### src/rtl/excp_int_ctrl_if.sv
// Commit-request and IF1-redirect handshake bundle for excp_int_ctrl.
// master = pipeline side, slave = exception/interrupt controller.
interface excp_int_ctrl_if #(
  parameter int ECODE_W = 15
);
  logic               req_valid;
  logic               req_ready;
  logic               req_excp;
  logic [ECODE_W-1:0] req_ecode;
  logic               req_ertn;
  logic [31:0]        req_epc;
  logic               req_badv_vld;
  logic [31:0]        req_badv;
  logic               redir_valid;
  logic [31:0]        redir_pc;
  logic               redir_ready;

  modport master (
    output req_valid,
    input  req_ready,
    output req_excp,
    output req_ecode,
    output req_ertn,
    output req_epc,
    output req_badv_vld,
    output req_badv,
    input  redir_valid,
    input  redir_pc,
    output redir_ready
  );

  modport slave (
    input  req_valid,
    output req_ready,
    input  req_excp,
    input  req_ecode,
    input  req_ertn,
    input  req_epc,
    input  req_badv_vld,
    input  req_badv,
    output redir_valid,
    output redir_pc,
    input  redir_ready
  );
endinterface

### src/rtl/excp_int_ctrl.sv
// Registered exception / interrupt / ertn commit controller.
// Builds the int vector, issues a one-cycle CSR write + flush, holds redirect.
module excp_int_ctrl #(
  parameter int                 HWI_NUM     = 8,
  parameter int                 SYNC_STAGES = 2,
  parameter logic [HWI_NUM-1:0] EDGE_MASK   = '0,
  parameter int                 ECODE_W     = 15,
  localparam int                IV_W        = HWI_NUM + 5
) (
  input  logic               clk,
  input  logic               rst_n,
  excp_int_ctrl_if.slave     bus,
  input  logic [HWI_NUM-1:0] hwi_in,
  input  logic               ti_in,
  input  logic               ipi_in,
  input  logic [IV_W-1:0]    int_clr,
  input  logic [1:0]         csr_crmd_plv,
  input  logic               csr_crmd_ie,
  input  logic [1:0]         csr_prmd_pplv,
  input  logic               csr_prmd_pie,
  input  logic [1:0]         csr_swi,
  input  logic [IV_W-1:0]    csr_lie,
  input  logic [31:0]        csr_era,
  input  logic [31:0]        csr_eentry,
  input  logic [31:0]        csr_tlbrentry,
  output logic               excp_flush,
  output logic               csr_we,
  output logic [1:0]         wr_crmd_plv,
  output logic               wr_crmd_ie,
  output logic [1:0]         wr_prmd_pplv,
  output logic               wr_prmd_pie,
  output logic [31:0]        wr_era,
  output logic [IV_W-1:0]    wr_estat_is,
  output logic               wr_ecode_we,
  output logic [ECODE_W-1:0] wr_ecode,
  output logic               wr_badv_we,
  output logic [31:0]        wr_badv,
  output logic [IV_W-1:0]    int_pending
);

  typedef enum logic {
    S_IDLE,
    S_REDIR
  } state_e;

  localparam int SW = SYNC_STAGES * HWI_NUM;

  logic [SW-1:0]      sync_q, sync_d;
  logic [HWI_NUM-1:0] prev_q, prev_d;
  logic [HWI_NUM-1:0] pend_q, pend_d;
  logic [HWI_NUM-1:0] hwi_s, hwi_v;

  state_e             state_q, state_d;
  logic               ready_q, ready_d;
  logic               evt_q, evt_d;
  logic               ecode_we_q, ecode_we_d;
  logic               badv_we_q, badv_we_d;
  logic [1:0]         plv_q, plv_d;
  logic               ie_q, ie_d;
  logic [1:0]         pplv_q, pplv_d;
  logic               pie_q, pie_d;
  logic [31:0]        era_q, era_d;
  logic [IV_W-1:0]    estat_q, estat_d;
  logic [ECODE_W-1:0] ecode_q, ecode_d;
  logic [31:0]        badv_q, badv_d;
  logic [31:0]        pc_q, pc_d;

  logic is_int;
  logic has_evt;
  logic accept;
  logic unused_clr;

  assign hwi_s = sync_q[SW-1 -: HWI_NUM];
  assign hwi_v = (EDGE_MASK & pend_q) | (~EDGE_MASK & hwi_s);

  assign int_pending = {ipi_in, ti_in, 1'b0, hwi_v, csr_swi};

  // Only the hwi slots of int_clr map onto sticky pending bits.
  assign unused_clr = ^{int_clr[IV_W-1:HWI_NUM+2], int_clr[1:0]};

  assign is_int  = csr_crmd_ie & |(int_pending & csr_lie);
  assign has_evt = is_int | bus.req_excp | bus.req_ertn;
  assign accept  = bus.req_valid & ready_q & has_evt;

  assign bus.req_ready   = ready_q;
  assign bus.redir_valid = (state_q == S_REDIR);
  assign bus.redir_pc    = pc_q;

  assign csr_we       = evt_q;
  assign excp_flush   = evt_q;
  assign wr_ecode_we  = ecode_we_q;
  assign wr_badv_we   = badv_we_q;
  assign wr_crmd_plv  = plv_q;
  assign wr_crmd_ie   = ie_q;
  assign wr_prmd_pplv = pplv_q;
  assign wr_prmd_pie  = pie_q;
  assign wr_era       = era_q;
  assign wr_estat_is  = estat_q;
  assign wr_ecode     = ecode_q;
  assign wr_badv      = badv_q;

  // Synchroniser shift, edge history and sticky edge pending (set beats clear).
  always_comb begin
    sync_d = {sync_q[SW-HWI_NUM-1:0], hwi_in};
    prev_d = hwi_s;
    pend_d = (pend_q & ~int_clr[HWI_NUM+1:2]) | (hwi_s & ~prev_q);
    pend_d = pend_d & EDGE_MASK;
  end

  // Handshake FSM and registered CSR update values captured at acceptance.
  always_comb begin
    state_d    = state_q;
    ready_d    = ready_q;
    evt_d      = 1'b0;
    ecode_we_d = 1'b0;
    badv_we_d  = 1'b0;
    plv_d      = plv_q;
    ie_d       = ie_q;
    pplv_d     = pplv_q;
    pie_d      = pie_q;
    era_d      = era_q;
    estat_d    = estat_q;
    ecode_d    = ecode_q;
    badv_d     = badv_q;
    pc_d       = pc_q;
    unique case (state_q)
      S_IDLE: begin
        ready_d = 1'b1;
        if (accept) begin
          state_d = S_REDIR;
          ready_d = 1'b0;
          evt_d   = 1'b1;
          estat_d = int_pending;
          if (is_int) begin
            plv_d      = 2'd0;
            ie_d       = 1'b0;
            pplv_d     = csr_crmd_plv;
            pie_d      = csr_crmd_ie;
            era_d      = bus.req_epc;
            ecode_d    = '0;
            ecode_we_d = 1'b1;
            pc_d       = csr_eentry;
          end else if (bus.req_excp) begin
            plv_d      = 2'd0;
            ie_d       = 1'b0;
            pplv_d     = csr_crmd_plv;
            pie_d      = csr_crmd_ie;
            era_d      = bus.req_epc;
            ecode_d    = bus.req_ecode;
            ecode_we_d = 1'b1;
            badv_we_d  = bus.req_badv_vld;
            badv_d     = bus.req_badv;
            pc_d       = (bus.req_ecode[5:0] == 6'h3F)
                       ? csr_tlbrentry : csr_eentry;
          end else begin
            plv_d  = csr_prmd_pplv;
            ie_d   = csr_prmd_pie;
            pplv_d = csr_prmd_pplv;
            pie_d  = csr_prmd_pie;
            era_d  = csr_era;
            pc_d   = csr_era;
          end
        end
      end
      S_REDIR: begin
        ready_d = 1'b0;
        if (bus.redir_ready) begin
          state_d = S_IDLE;
          ready_d = 1'b1;
        end
      end
      default: begin
        state_d = S_IDLE;
        ready_d = 1'b0;
      end
    endcase
  end

  // State and data registers with synchronous active-low reset.
  always_ff @(posedge clk) begin
    if (!rst_n) begin
      sync_q     <= '0;
      prev_q     <= '0;
      pend_q     <= '0;
      state_q    <= S_IDLE;
      ready_q    <= 1'b0;
      evt_q      <= 1'b0;
      ecode_we_q <= 1'b0;
      badv_we_q  <= 1'b0;
      plv_q      <= '0;
      ie_q       <= 1'b0;
      pplv_q     <= '0;
      pie_q      <= 1'b0;
      era_q      <= '0;
      estat_q    <= '0;
      ecode_q    <= '0;
      badv_q     <= '0;
      pc_q       <= '0;
    end else begin
      sync_q     <= sync_d;
      prev_q     <= prev_d;
      pend_q     <= pend_d;
      state_q    <= state_d;
      ready_q    <= ready_d;
      evt_q      <= evt_d;
      ecode_we_q <= ecode_we_d;
      badv_we_q  <= badv_we_d;
      plv_q      <= plv_d;
      ie_q       <= ie_d;
      pplv_q     <= pplv_d;
      pie_q      <= pie_d;
      era_q      <= era_d;
      estat_q    <= estat_d;
      ecode_q    <= ecode_d;
      badv_q     <= badv_d;
      pc_q       <= pc_d;
    end
  end

endmodule

### src/flat_wrapper.sv
// flat-port wrapper written by rule: the top's interface ports become plain ports
module excp_int_ctrl_flat 
#(
  parameter int                 HWI_NUM     = 8,
  parameter int                 SYNC_STAGES = 2,
  parameter logic [HWI_NUM-1:0] EDGE_MASK   = '0,
  parameter int                 ECODE_W     = 15,
  localparam int                IV_W        = HWI_NUM + 5
)
  (clk, rst_n, hwi_in, ti_in, ipi_in, int_clr, csr_crmd_plv, csr_crmd_ie, csr_prmd_pplv, csr_prmd_pie, csr_swi, csr_lie, csr_era, csr_eentry, csr_tlbrentry, excp_flush, csr_we, wr_crmd_plv, wr_crmd_ie, wr_prmd_pplv, wr_prmd_pie, wr_era, wr_estat_is, wr_ecode_we, wr_ecode, wr_badv_we, wr_badv, int_pending, bus_req_valid, bus_req_ready, bus_req_excp, bus_req_ecode, bus_req_ertn, bus_req_epc, bus_req_badv_vld, bus_req_badv, bus_redir_valid, bus_redir_pc, bus_redir_ready);
  excp_int_ctrl_if #(.ECODE_W(ECODE_W)) bus_i ();
  input  logic clk;
  input  logic rst_n;
  input  logic [HWI_NUM-1:0] hwi_in;
  input  logic ti_in;
  input  logic ipi_in;
  input  logic [IV_W-1:0] int_clr;
  input  logic [1:0] csr_crmd_plv;
  input  logic csr_crmd_ie;
  input  logic [1:0] csr_prmd_pplv;
  input  logic csr_prmd_pie;
  input  logic [1:0] csr_swi;
  input  logic [IV_W-1:0] csr_lie;
  input  logic [31:0] csr_era;
  input  logic [31:0] csr_eentry;
  input  logic [31:0] csr_tlbrentry;
  output logic excp_flush;
  output logic csr_we;
  output logic [1:0] wr_crmd_plv;
  output logic wr_crmd_ie;
  output logic [1:0] wr_prmd_pplv;
  output logic wr_prmd_pie;
  output logic [31:0] wr_era;
  output logic [IV_W-1:0] wr_estat_is;
  output logic wr_ecode_we;
  output logic [ECODE_W-1:0] wr_ecode;
  output logic wr_badv_we;
  output logic [31:0] wr_badv;
  output logic [IV_W-1:0] int_pending;
  input wire logic [$bits(bus_i.req_valid)-1:0] bus_req_valid;
  output wire logic [$bits(bus_i.req_ready)-1:0] bus_req_ready;
  input wire logic [$bits(bus_i.req_excp)-1:0] bus_req_excp;
  input wire logic [$bits(bus_i.req_ecode)-1:0] bus_req_ecode;
  input wire logic [$bits(bus_i.req_ertn)-1:0] bus_req_ertn;
  input wire logic [$bits(bus_i.req_epc)-1:0] bus_req_epc;
  input wire logic [$bits(bus_i.req_badv_vld)-1:0] bus_req_badv_vld;
  input wire logic [$bits(bus_i.req_badv)-1:0] bus_req_badv;
  output wire logic [$bits(bus_i.redir_valid)-1:0] bus_redir_valid;
  output wire logic [$bits(bus_i.redir_pc)-1:0] bus_redir_pc;
  input wire logic [$bits(bus_i.redir_ready)-1:0] bus_redir_ready;
  assign bus_i.req_valid = bus_req_valid;
  assign bus_req_ready = bus_i.req_ready;
  assign bus_i.req_excp = bus_req_excp;
  assign bus_i.req_ecode = bus_req_ecode;
  assign bus_i.req_ertn = bus_req_ertn;
  assign bus_i.req_epc = bus_req_epc;
  assign bus_i.req_badv_vld = bus_req_badv_vld;
  assign bus_i.req_badv = bus_req_badv;
  assign bus_redir_valid = bus_i.redir_valid;
  assign bus_redir_pc = bus_i.redir_pc;
  assign bus_i.redir_ready = bus_redir_ready;
  excp_int_ctrl #(.HWI_NUM(HWI_NUM), .SYNC_STAGES(SYNC_STAGES), .EDGE_MASK(EDGE_MASK), .ECODE_W(ECODE_W)) u_core (.clk(clk), .rst_n(rst_n), .bus(bus_i), .hwi_in(hwi_in), .ti_in(ti_in), .ipi_in(ipi_in), .int_clr(int_clr), .csr_crmd_plv(csr_crmd_plv), .csr_crmd_ie(csr_crmd_ie), .csr_prmd_pplv(csr_prmd_pplv), .csr_prmd_pie(csr_prmd_pie), .csr_swi(csr_swi), .csr_lie(csr_lie), .csr_era(csr_era), .csr_eentry(csr_eentry), .csr_tlbrentry(csr_tlbrentry), .excp_flush(excp_flush), .csr_we(csr_we), .wr_crmd_plv(wr_crmd_plv), .wr_crmd_ie(wr_crmd_ie), .wr_prmd_pplv(wr_prmd_pplv), .wr_prmd_pie(wr_prmd_pie), .wr_era(wr_era), .wr_estat_is(wr_estat_is), .wr_ecode_we(wr_ecode_we), .wr_ecode(wr_ecode), .wr_badv_we(wr_badv_we), .wr_badv(wr_badv), .int_pending(int_pending));
endmodule
### config.mk
export PLATFORM = sky130hd
export DESIGN_NAME = excp_int_ctrl_flat
export DESIGN_NICKNAME = d
export VERILOG_FILES = /design/src/rtl/excp_int_ctrl_if.sv /design/src/rtl/excp_int_ctrl.sv /design/src/flat_wrapper.sv
export SDC_FILE = /design/constraint.sdc
export NUM_CORES = 1
export LEC_CHECK = 0
export CORE_AREA = 2 2 144 146
export CTS_CLUSTER_SIZE = 24
export DETAILED_ROUTE_END_ITERATION = 10
export DIE_AREA = 0 0 146 148
export PLACE_DENSITY = 0.8
export SLEW_MARGIN = 20
export SYNTH_ARGS = -nofsm -noshare
export SYNTH_HDL_FRONTEND = slang
export SYNTH_SLANG_ARGS = --single-unit
### constraint.sdc
create_clock -name clk -period 1.76 [get_ports clk]
set_input_delay 0.176 -clock clk [delete_from_list [all_inputs] [get_ports clk]]
set_output_delay 0.176 -clock clk [all_outputs]
set_load 0.01 [all_outputs]
==> impl_metrics.json, run 1 <==
{
  "dp.final_hpwl_um": 21290,
  "ant_nets": 0,
  "crit_family": "simple AND/OR/NAND/NOR gates",
  "avgRoutedWirePerCell_um": 21.09,
  "p_sw_share_pct": 28.94,
  "cp_max_fo": 16,
  "synth_seq_area_share_pct": 42.05,
  "drv_slew": 0,
  "diodes": 0,
  "path_depth": 6,
  "rows": 52,
  "ys.flop_type": "dfxtp_1",
  "flow.area_growth_from_synthesis_pct": 81.55,
  "antenna_found_initial": 1,
  "syn_avg_cell_area_um2": 8.304,
  "ys_warn_count": 0,
  "switchingPower_mw": 2.813,
  "drive_gt1_share_pct": 20.08,
  "tightest_slew_ns": 0.5335,
  "finalSetupViolations": 83,
  "synthTopCellsByArea": "dfxtp_1 42%, a21oi_1 7.9%, nand2_1 6.2%",
  "power.internal_mw": 6.907,
  "fmax_mhz": 508.7,
  "stdcell_count": 1525,
  "core_um2": 20040,
  "pwr-share-comb_pct": 24.3,
  "io-pin-count": 375,
  "clock-skew-final_ns": 0.01478,
  "violations": "negative setup slack",
  "rsz0062_at_grt": "true",
  "startpoint": "u_core.sync_q[8]$_SDFF_PN0_",
  "slowest_stage": "or4_4",
  "end_kind": "flop",
  "drcViolationCount": 0,
  "cp_cell_sequence": "a22oi_2 > nand2_2 > or4_4 > clkbuf_16 > a21oi_1 > a311oi_1",
  "critPathRequiredTime_ns": 2.05,
  "root_buffer": "clkbuf_16",
  "rrSetupSlack_ns": -0.21,
  "initial_core_util_pct": 35.64,
  "cts_max_level": 4,
  "power_frac_clock_pct": 37.6,
  "dieArea_um2": 21610,
  "synthCells": 860,
  "fin_nets": 1468,
  "die_w_um": 146,
  "synthArstFlopShare_pct": 0,
  "path_class": "reg -> reg",
  "syn-cell-area_um2": 7142,
  "power_density_nw_per_um2": 749.6,
  "reg2reg_depth": 6,
  "finalPower_mw": 9.719,
  "setup_ws_ns": -0.2058,
  "power_frac_seq_pct": 38.1,
  "dpl.cell_count": 1474,
  "via_count": 8511,
  "period_share_pct": 111.7,
  "slew_headroom_pct": 64.40,
  "dp_slack_ns": -0.6357,
  "wirelength_um": 32160,
  "drv_cap": 0,
  "final_hold_viol_count": 0,
  "grt.total_usage_pct": 26.98,
  "whs_path_depth": 4,
  "io_buffers": 358,
  "synth_edf_count": 0,
  "synth-seq-cells": 150,
  "worstPathArrival_ns": 2.26,
  "grt_overflow": 0,
  "cts_buffers": 17,
  "max-clock-path-buffers": 2,
  "cp_num_buf_inv": 1,
  "clk_pin_slew_worst_paths_ns": 0.07,
  "yosysTopAreaCell": "dfxtp_1",
  "synth_top_area_share_pct": 42.05,
  "ir_drop_mv": 0.7285,
  "cts_tree": "built",
  "total_leakage_power_nw": 4.596,
  "n_fill_cell": 1585,
  "hold_start": "bus_req_excp",
  "rr_startpoint": "u_core.sync_q[8]$_SDFF_PN0_",
  "clk_latency_ns": 0.43,
  "holdBufCountCts": 0,
  "numClockSinks": 150,
  "drt_iter0_markers": 507,
  "critPathMaxStageDelay_ns": 0.64,
  "grt_pass1_wl_um": 46160,
  "outcome": "finished with violations",
  "startpoint_type": "flop",
  "hold_path_class": "in -> reg",
  "grt_max_degree": 50,
  "via_per_inst": 5.581,
  "rr_endpoint": "u_core.bus.redir_pc[2]$_SDFFE_PN0P_",
  "drt-pass1-iter-count": 5,
  "yosysUniqueCellTypes": 41,
  "period_minus_slack_ns": 1.966,
  "routabilityCongestion": 0.8659,
  "grt_pass1_vias": 8338,
  "cp-endpoint": "u_core.bus.redir_pc[2]$_SDFFE_PN0P_",
  "die_h_um": 148
}
[cell usage after synthesis, types with 2 or more instances]
library cell	count
a311oi_1	32
clkbuf_1	68
a211oi_1	31
nand2_1	118
buf_4	19
o21a_1	3
nor4_2	2
nand2b_1	32
nand4_1	3
o21ai_0	34
nor4_1	2
mux2i_1	31
dfxtp_1	150
nand3_1	31
and4_1	2
a22oi_2	4
a22oi_1	2
o221a_2	2
o32ai_1	31
and2_1	48
o211ai_1	3
buf_2	8
buf_1	4
a21oi_1	113
and3_1	32
a31oi_1	32
nor2_1	4
nor3_1	5
buf_6	2
[kinds of logic after synthesis]
family | synth area share (%)
multiplexers | 4.345
buffers and inverters | 6.762
AO/OA/AOI/OAI | 26.12
AND/OR/NAND/NOR | 20.67
other | 0.05251
flip-flops | 42.05
[registers in the layout, summed over array words and instances (netlist names)]
| name | cells |
|---|---|
| u_core.bus.redir_pc | 32 |
| u_core.wr_prmd_pie | 1 |
| u_core.wr_badv | 32 |
| u_core.wr_ecode_we | 1 |
| u_core.wr_prmd_pplv | 2 |
| u_core.wr_crmd_plv | 2 |
| u_core.bus.redir_valid | 1 |
| u_core.wr_ecode | 15 |
| u_core.wr_era | 32 |
| u_core.csr_we | 1 |
| u_core.wr_badv_we | 1 |
| u_core.bus.req_ready | 1 |
| u_core.wr_crmd_ie | 1 |
| u_core.sync_q | 16 |
| u_core.wr_estat_is | 12 |
[layout by cell type, fill, tap and decap left out, types with 7 or more instances in the layout]
| cell type | instances |
|---|---|
| clkdlybuf4s50_1 | 357 |
| dfxtp_1 | 144 |
| nand2_1 | 114 |
| buf_4 | 73 |
| a21oi_1 | 69 |
| and2_1 | 48 |
| a21oi_2 | 38 |
| nand2b_1 | 32 |
| and3_1 | 32 |
| a31oi_1 | 32 |
| a311oi_1 | 31 |
| mux2i_1 | 30 |
| a211oi_1 | 27 |
| o21ai_0 | 25 |
| clkbuf_16 | 23 |
| nand3_1 | 18 |
| o32ai_1 | 17 |
| buf_12 | 16 |
| o32ai_2 | 12 |
| nand3_4 | 7 |
| inv_6 | 7 |
[per-stage QoR]
stage | utilization [%] | area, µm² | hold slack, ns | setup TNS (ns)
after global placement | 57.16 | 11450 | 0.4130 | -58.35
after global routing | 64.70 | 12970 | 0.2713 | -14.92
final | 64.70 | 12970 | 0.2542 | -10.94
after detailed placement | 57.16 | 11450 | 0.4245 | -64.44
after floorplan | - | 7174 | 0.3033 | -2.406
after CTS | 61.97 | 12420 | 0.2390 | -7.056
[how the worst min path moves through the flow]
| stage | endpoint | slack (ns) |
|---|---|---|
| 6_report | u_core.wr_badv_we$_SDFF_PP0_ | 0.25 |
| 5_1_grt | u_core.wr_badv_we$_SDFF_PP0_ | 0.27 |
| 4_1_cts | u_core.wr_badv_we$_SDFF_PP0_ | 0.24 |
| 3_5_place_dp | u_core.sync_q[15]$_SDFF_PN0_ | 0.42 |
| 3_3_place_gp | u_core.sync_q[9]$_SDFF_PN0_ | 0.41 |
| 2_1_floorplan | u_core.sync_q[0]$_SDFF_PN0_ | 0.30 |
[power groups by stage]
stage | clock network, mW | registers, mW | logic [mW]
final | 3.65 | 3.70 | 2.36
after global routing | 3.86 | 3.72 | 2.48
after CTS | 3.71 | 3.69 | 2.20
after detailed placement | 0 | 3.75 | 2.07
after global placement | 0 | 3.75 | 2.03
after floorplan | 0 | 3.82 | 0.741
[worst reg2reg max path, cell delays in order (launching register included)]
cell and delay [ns]:
dfxtp_2 0.33, a22oi_2 0.25, nand2_2 0.11, or4_4 0.64, clkbuf_16 0.26, a21oi_1 0.17
a311oi_1 0.07
[routing by layer]
| layer | routed length, µm | share of wire, % | track usage, % | vias to the layer above |
|---|---|---|---|---|
| li1 | - | - | - | 3905 |
| met1 | 12470 | 39 | 32.20 | 4027 |
| met2 | 16070 | 50 | 46.56 | 488 |
| met3 | 2472 | 7.7 | 6.821 | 91 |
| met4 | 1150 | 3.6 | 10.92 | 0 |
| met5 | 0 | 0 | 0 | - |
[area by class of cell]
type | count | area [µm²] | share of cell area [%]
flip-flops and latches | 150 | 3010 | 23.22
clock buffers | 18 | 429.2 | 3.310
clock inverters | 14 | 153.9 | 1.187
well taps | 270 | 337.8 | 2.605
inverters | 2 | 10.01 | 0.07720
repair buffers | 463 | 4775 | 36.82
multi-input cells | 608 | 4250 | 32.78
[what timing repair did]
action,in CTS,in global routing
gates cloned,6,6
endpoints found under the hold margin,0,0
resized for setup,49,90
buffers inserted,4,3
pin swaps,11,24
endpoints found under the setup margin,100,123
Power figures use the tool's default switching activity.
==> run 2: changes to the inputs <==
- CORE_AREA: 2 2 144 146 -> unset
- CORE_MARGIN: unset -> 2
- CORE_UTILIZATION: unset -> 36
- DIE_AREA: 0 0 146 148 -> unset
- SLEW_MARGIN: 20 -> unset
==> impl_metrics.json, run 2 (synthesis gave the netlist of run 1 again) <==
{
  "wirelength_um": 36790,
  "antenna_found_initial": 0,
  "io-pin-count": 375,
  "fin_tns_setup_ns": -18.57,
  "drive_gt1_share_pct": 27.62,
  "end_kind": "flop",
  "fmax_mhz": 471.8,
  "cp_max_fo": 7,
  "cts_tree": "built",
  "post-route-util_pct": 71.57,
  "dpl.cell_count": 1463,
  "cts_buffers": 17,
  "max-clock-path-buffers": 2,
  "period_share_pct": 120.4,
  "routabilityCongestion": 0.8581,
  "dieArea_um2": 20980,
  "rsz0062_at_grt": "true",
  "drt-pass1-iter-count": 5,
  "grt_pass1_vias": 8337,
  "stdcell_count": 1532,
  "root_buffer": "clkbuf_16",
  "rr_startpoint": "u_core.sync_q[10]$_SDFF_PN0_",
  "grt_max_degree": 65,
  "startpoint_type": "flop",
  "final_hold_viol_count": 0,
  "critPathRequiredTime_ns": 2.07,
  "final_cell_mix": "357 x clkdlybuf4s50_1, 145 x dfxtp_1, 92 x nand2_1, 59 x buf_4, 49 x a21oi_2",
  "drv_cap": 0,
  "hold_start": "bus_req_badv[7]",
  "clock-skew-final_ns": 0.01295,
  "finalSetupViolations": 130,
  "clk_pin_slew_worst_paths_ns": 0.07,
  "die_w_um": 144.9,
  "fin_nets": 1481,
  "flow.area_growth_from_synthesis_pct": 95.04,
  "ant_nets": 0,
  "path_class": "reg -> reg",
  "grt_overflow": 0,
  "diodes": 0,
  "power_density_nw_per_um2": 717.5,
  "initial_core_util_pct": 36.70,
  "clk_latency_ns": 0.43,
  "rows": 51,
  "total_leakage_power_nw": 4.950,
  "die_h_um": 144.9,
  "numClockSinks": 150,
  "setup_ws_ns": -0.3595,
  "via_count": 9014,
  "io_buffers": 358,
  "period_minus_slack_ns": 2.120,
  "via_per_inst": 5.884,
  "grt_pass1_wl_um": 45840,
  "startpoint": "u_core.sync_q[10]$_SDFF_PN0_",
  "grt.total_usage_pct": 28.64,
  "ir_drop_mv": 0.5473,
  "core_um2": 19460,
  "violations": "negative setup slack",
  "drt_iter0_markers": 622,
  "outcome": "finished with violations",
  "dp.final_hpwl_um": 21140,
  "avgRoutedWirePerCell_um": 24.02,
  "drv_slew": 0,
  "final_common_cell": "clkdlybuf4s50_1",
  "drcViolationCount": 0,
  "worstPathArrival_ns": 2.43,
  "dp_slack_ns": -0.6642,
  "cts_max_level": 4,
  "hold_path_class": "in -> reg"
}
run 2: worst max-delay path: stages (launching register included):
cell and delay (ns):
dfxtp_1 0.34, a22oi_2 0.25, nand4_4 0.17, buf_8 0.18
nor4_4 0.22, buf_6 0.23, clkbuf_16 0.19, nand2_1 0.08
a311oi_1 0.33
run 2: path summary, 6_finish.rpt:
check             cells past startpoint  slack, ns                                  end
setup / recovery                      8      -0.36  u_core.bus.redir_pc[2]$_SDFFE_PN0P_
hold / removal                        3       0.30       u_core.wr_badv[7]$_SDFFE_PN0P_
setup reg to reg                      8      -0.36  u_core.bus.redir_pc[2]$_SDFFE_PN0P_
hold reg to reg                       1       0.43         u_core.sync_q[13]$_SDFF_PN0_
run 2: what timing repair did:
| item | in CTS | in global routing |
|---|---|---|
| resized for setup | 48 | 209 |
| setup endpoints to repair | 97 | 133 |
| cloned | 6 | 21 |
| buffers inserted | 8 | 4 |
| hold buffers | 0 | 0 |
| pin swaps | 12 | 64 |
run 2: final cells by class:
type                    count  area, µm²
multi-input cells         608       4810
clock inverters            14      141.4
flip-flops and latches    150       3009
well taps                 265      331.6
repair buffers            476       5204
clock buffers              17      425.4
inverters                   2      8.758
fillers                  1339       5533
run 2: metal layers:
metal  routed length [µm]  vias to the layer above  track usage [%]
li1                     -                     3934                -
met1                13570                     4338            34.34
met2                18130                      595            48.73
met3                 2989                      147            6.088
met4                 2107                        0            13.80
met5                    0                        -                0
run 2: metrics by stage:
stage          hold slack (ns)  power [mW]  instance area [µm²]
4_1_cts                 0.2836       9.525                12460
2_1_floorplan           0.3033       4.561                 7174
3_3_place_gp            0.4137       5.805                11450
3_5_place_dp            0.4186       5.837                11450
6_report                0.2993       9.994                13930
5_1_grt                 0.2947       10.31                13930
run 2: power breakdown:
| part | total (mW) | internal (mW) | switching, mW |
|---|---|---|---|
| sequential | 3.72 | 3.58 | 0.137 |
| combinational | 2.66 | 1.46 | 1.21 |
| clock | 3.61 | 1.98 | 1.63 |
| total | 9.99 | 7.02 | 2.97 |
==> run 3: changes to the inputs <==
- CORE_AREA: unset -> 2 2 145 147
- CORE_MARGIN: 2 -> unset
- CORE_UTILIZATION: 36 -> unset
- DIE_AREA: unset -> 0 0 147 149
- PLACE_DENSITY: 0.8 -> 0.76
- clock period: 1.76 -> 2.02 ns (I/O delays scaled with it)
==> impl_metrics.json, run 3 (synthesis gave the netlist of run 1 again) <==
{
  "numClockSinks": 150,
  "via_per_inst": 5.503,
  "dieArea_um2": 21900,
  "grt_pass1_wl_um": 44530,
  "startpoint_type": "flop",
  "place_area_um2": 11230,
  "fin_tns_setup_ns": 0,
  "cts_buffers": 17,
  "drcViolationCount": 0,
  "power_density_nw_per_um2": 678.5,
  "n_fill_cell": 1789,
  "final_common_cell": "clkdlybuf4s50_1",
  "root_buffer": "clkbuf_16",
  "slew_headroom_pct": 66.49,
  "period_minus_slack_ns": 1.982,
  "path_class": "reg -> reg",
  "diodes": 0,
  "end_kind": "flop",
  "flow.area_growth_from_synthesis_pct": 68.46,
  "drv_cap": 0,
  "final_hold_viol_count": 0,
  "post-route-util_pct": 58.53,
  "cp_max_fo": 8,
  "fmax_mhz": 504.6,
  "cts_tree": "built",
  "via_count": 8189,
  "drt-pass1-iter-count": 5,
  "drt_iter0_markers": 522,
  "drv_slew": 0,
  "grt_overflow": 0,
  "max-clock-path-buffers": 2,
  "antenna_found_initial": 0,
  "hold_path_class": "in -> reg",
  "rows": 53,
  "finalPower_mw": 8.163,
  "rsz0062_at_grt": "true",
  "tightest_slew_ns": 0.5027,
  "clk_pin_slew_worst_paths_ns": 0.07,
  "grt_pass1_vias": 7954,
  "holdBufCountCts": 0,
  "critPathRequiredTime_ns": 2.35,
  "ir_drop_mv": 0.5289,
  "io-pin-count": 375,
  "avgRoutedWirePerCell_um": 20.18,
  "finalInstanceArea_um2": 12030,
  "final_cell_mix": "357 x clkdlybuf4s50_1, 150 x dfxtp_1, 118 x nand2_1, 112 x a21oi_1, 48 x and2_1",
  "core_um2": 20560,
  "initial_core_util_pct": 34.74,
  "ant_nets": 0,
  "routabilityCongestion": 0.8385,
  "dp.final_hpwl_um": 20190,
  "die_h_um": 149,
  "clock-skew-final_ns": 0.009059,
  "outcome": "finished, final reports clean",
  "period_share_pct": 98.11,
  "fin_nets": 1426,
  "wirelength_um": 30030,
  "drive_gt1_share_pct": 10.96,
  "worstPathArrival_ns": 2.31,
  "total_leakage_power_nw": 4.235,
  "finalSetupViolations": 0,
  "cts_max_level": 4,
  "clk_latency_ns": 0.42,
  "grt.total_usage_pct": 25.86,
  "io_buffers": 358,
  "die_w_um": 147,
  "grt_max_degree": 79
}
run 3: where the power goes:
group	internal (mW)	switching [mW]	leakage [nW]	total [mW]
registers	3.12	0.0900	1.22	3.21
logic	1.00	0.811	2.74	1.81
clock network	1.73	1.41	0.272	3.14
total	5.85	2.31	4.23	8.16
run 3: area by class of cell:
| cell class | instances | area (µm²) | share of cell area (%) |
|---|---|---|---|
| Inverter | 2 | 8.758 | 0.07280 |
| Sequential cell | 150 | 3003 | 24.96 |
| Tap cell | 275 | 344.1 | 2.860 |
| Clock inverter | 14 | 141.4 | 1.175 |
| Multi-Input combinational cell | 608 | 3827 | 31.81 |
| Timing Repair Buffer | 421 | 4278 | 35.56 |
| Clock buffer | 18 | 429.2 | 3.567 |
run 3: critical path: stages, from the launching register on:
cell and delay [ns]:
dfxtp_1 0.33, a22oi_2 0.26, nand4_4 0.14, buf_4 0.20
nor4_4 0.22, buf_6 0.17, clkbuf_16 0.17, nand2_1 0.08
a311oi_2 0.30
run 3: final timing paths:
path	start	to	slack [ns]	cells past startpoint
worst max-delay path	u_core.sync_q[11]$_SDFF_PN0_	u_core.bus.redir_pc[11]$_SDFFE_PN0P_	0.04	8
worst min-delay path	bus_req_badv[31]	u_core.wr_badv[31]$_SDFFE_PN0P_	0.32	3
worst max register to register	u_core.sync_q[11]$_SDFF_PN0_	u_core.bus.redir_pc[11]$_SDFFE_PN0P_	0.04	8
worst min register to register	u_core.sync_q[0]$_SDFF_PN0_	u_core.sync_q[8]$_SDFF_PN0_	0.44	1
run 3: layer usage:
metal	vias up	GRT usage, %	part of all wire, %
li1	3810	-	-
met2	481	43.36	48
met5	-	0	0
met1	3818	30.96	39
met4	0	12.93	3.8
met3	80	6.544	8.3
run 3: repair_timing:
item | in CTS | in global routing
cloned | 0 | 3
endpoints found under the hold margin | 0 | 0
endpoints found under the setup margin | 56 | 67
resized for setup | 3 | 23
pin swaps | 1 | 4
buffers inserted | 1 | 2
run 3: through the flow:
| step | instances | worst slack [ns] | hold slack, ns |
|---|---|---|---|
| 2_1_floorplan | 861 | 0.1290 | 0.3293 |
| 3_3_place_gp | 1450 | -0.3491 | 0.4135 |
| 3_5_place_dp | 1450 | -0.4085 | 0.4235 |
| 4_1_cts | 1483 | 0.002476 | 0.2988 |
| 5_1_grt | 1488 | -0.01588 | 0.3307 |
| 6_report | 1488 | 0.03817 | 0.3223 |
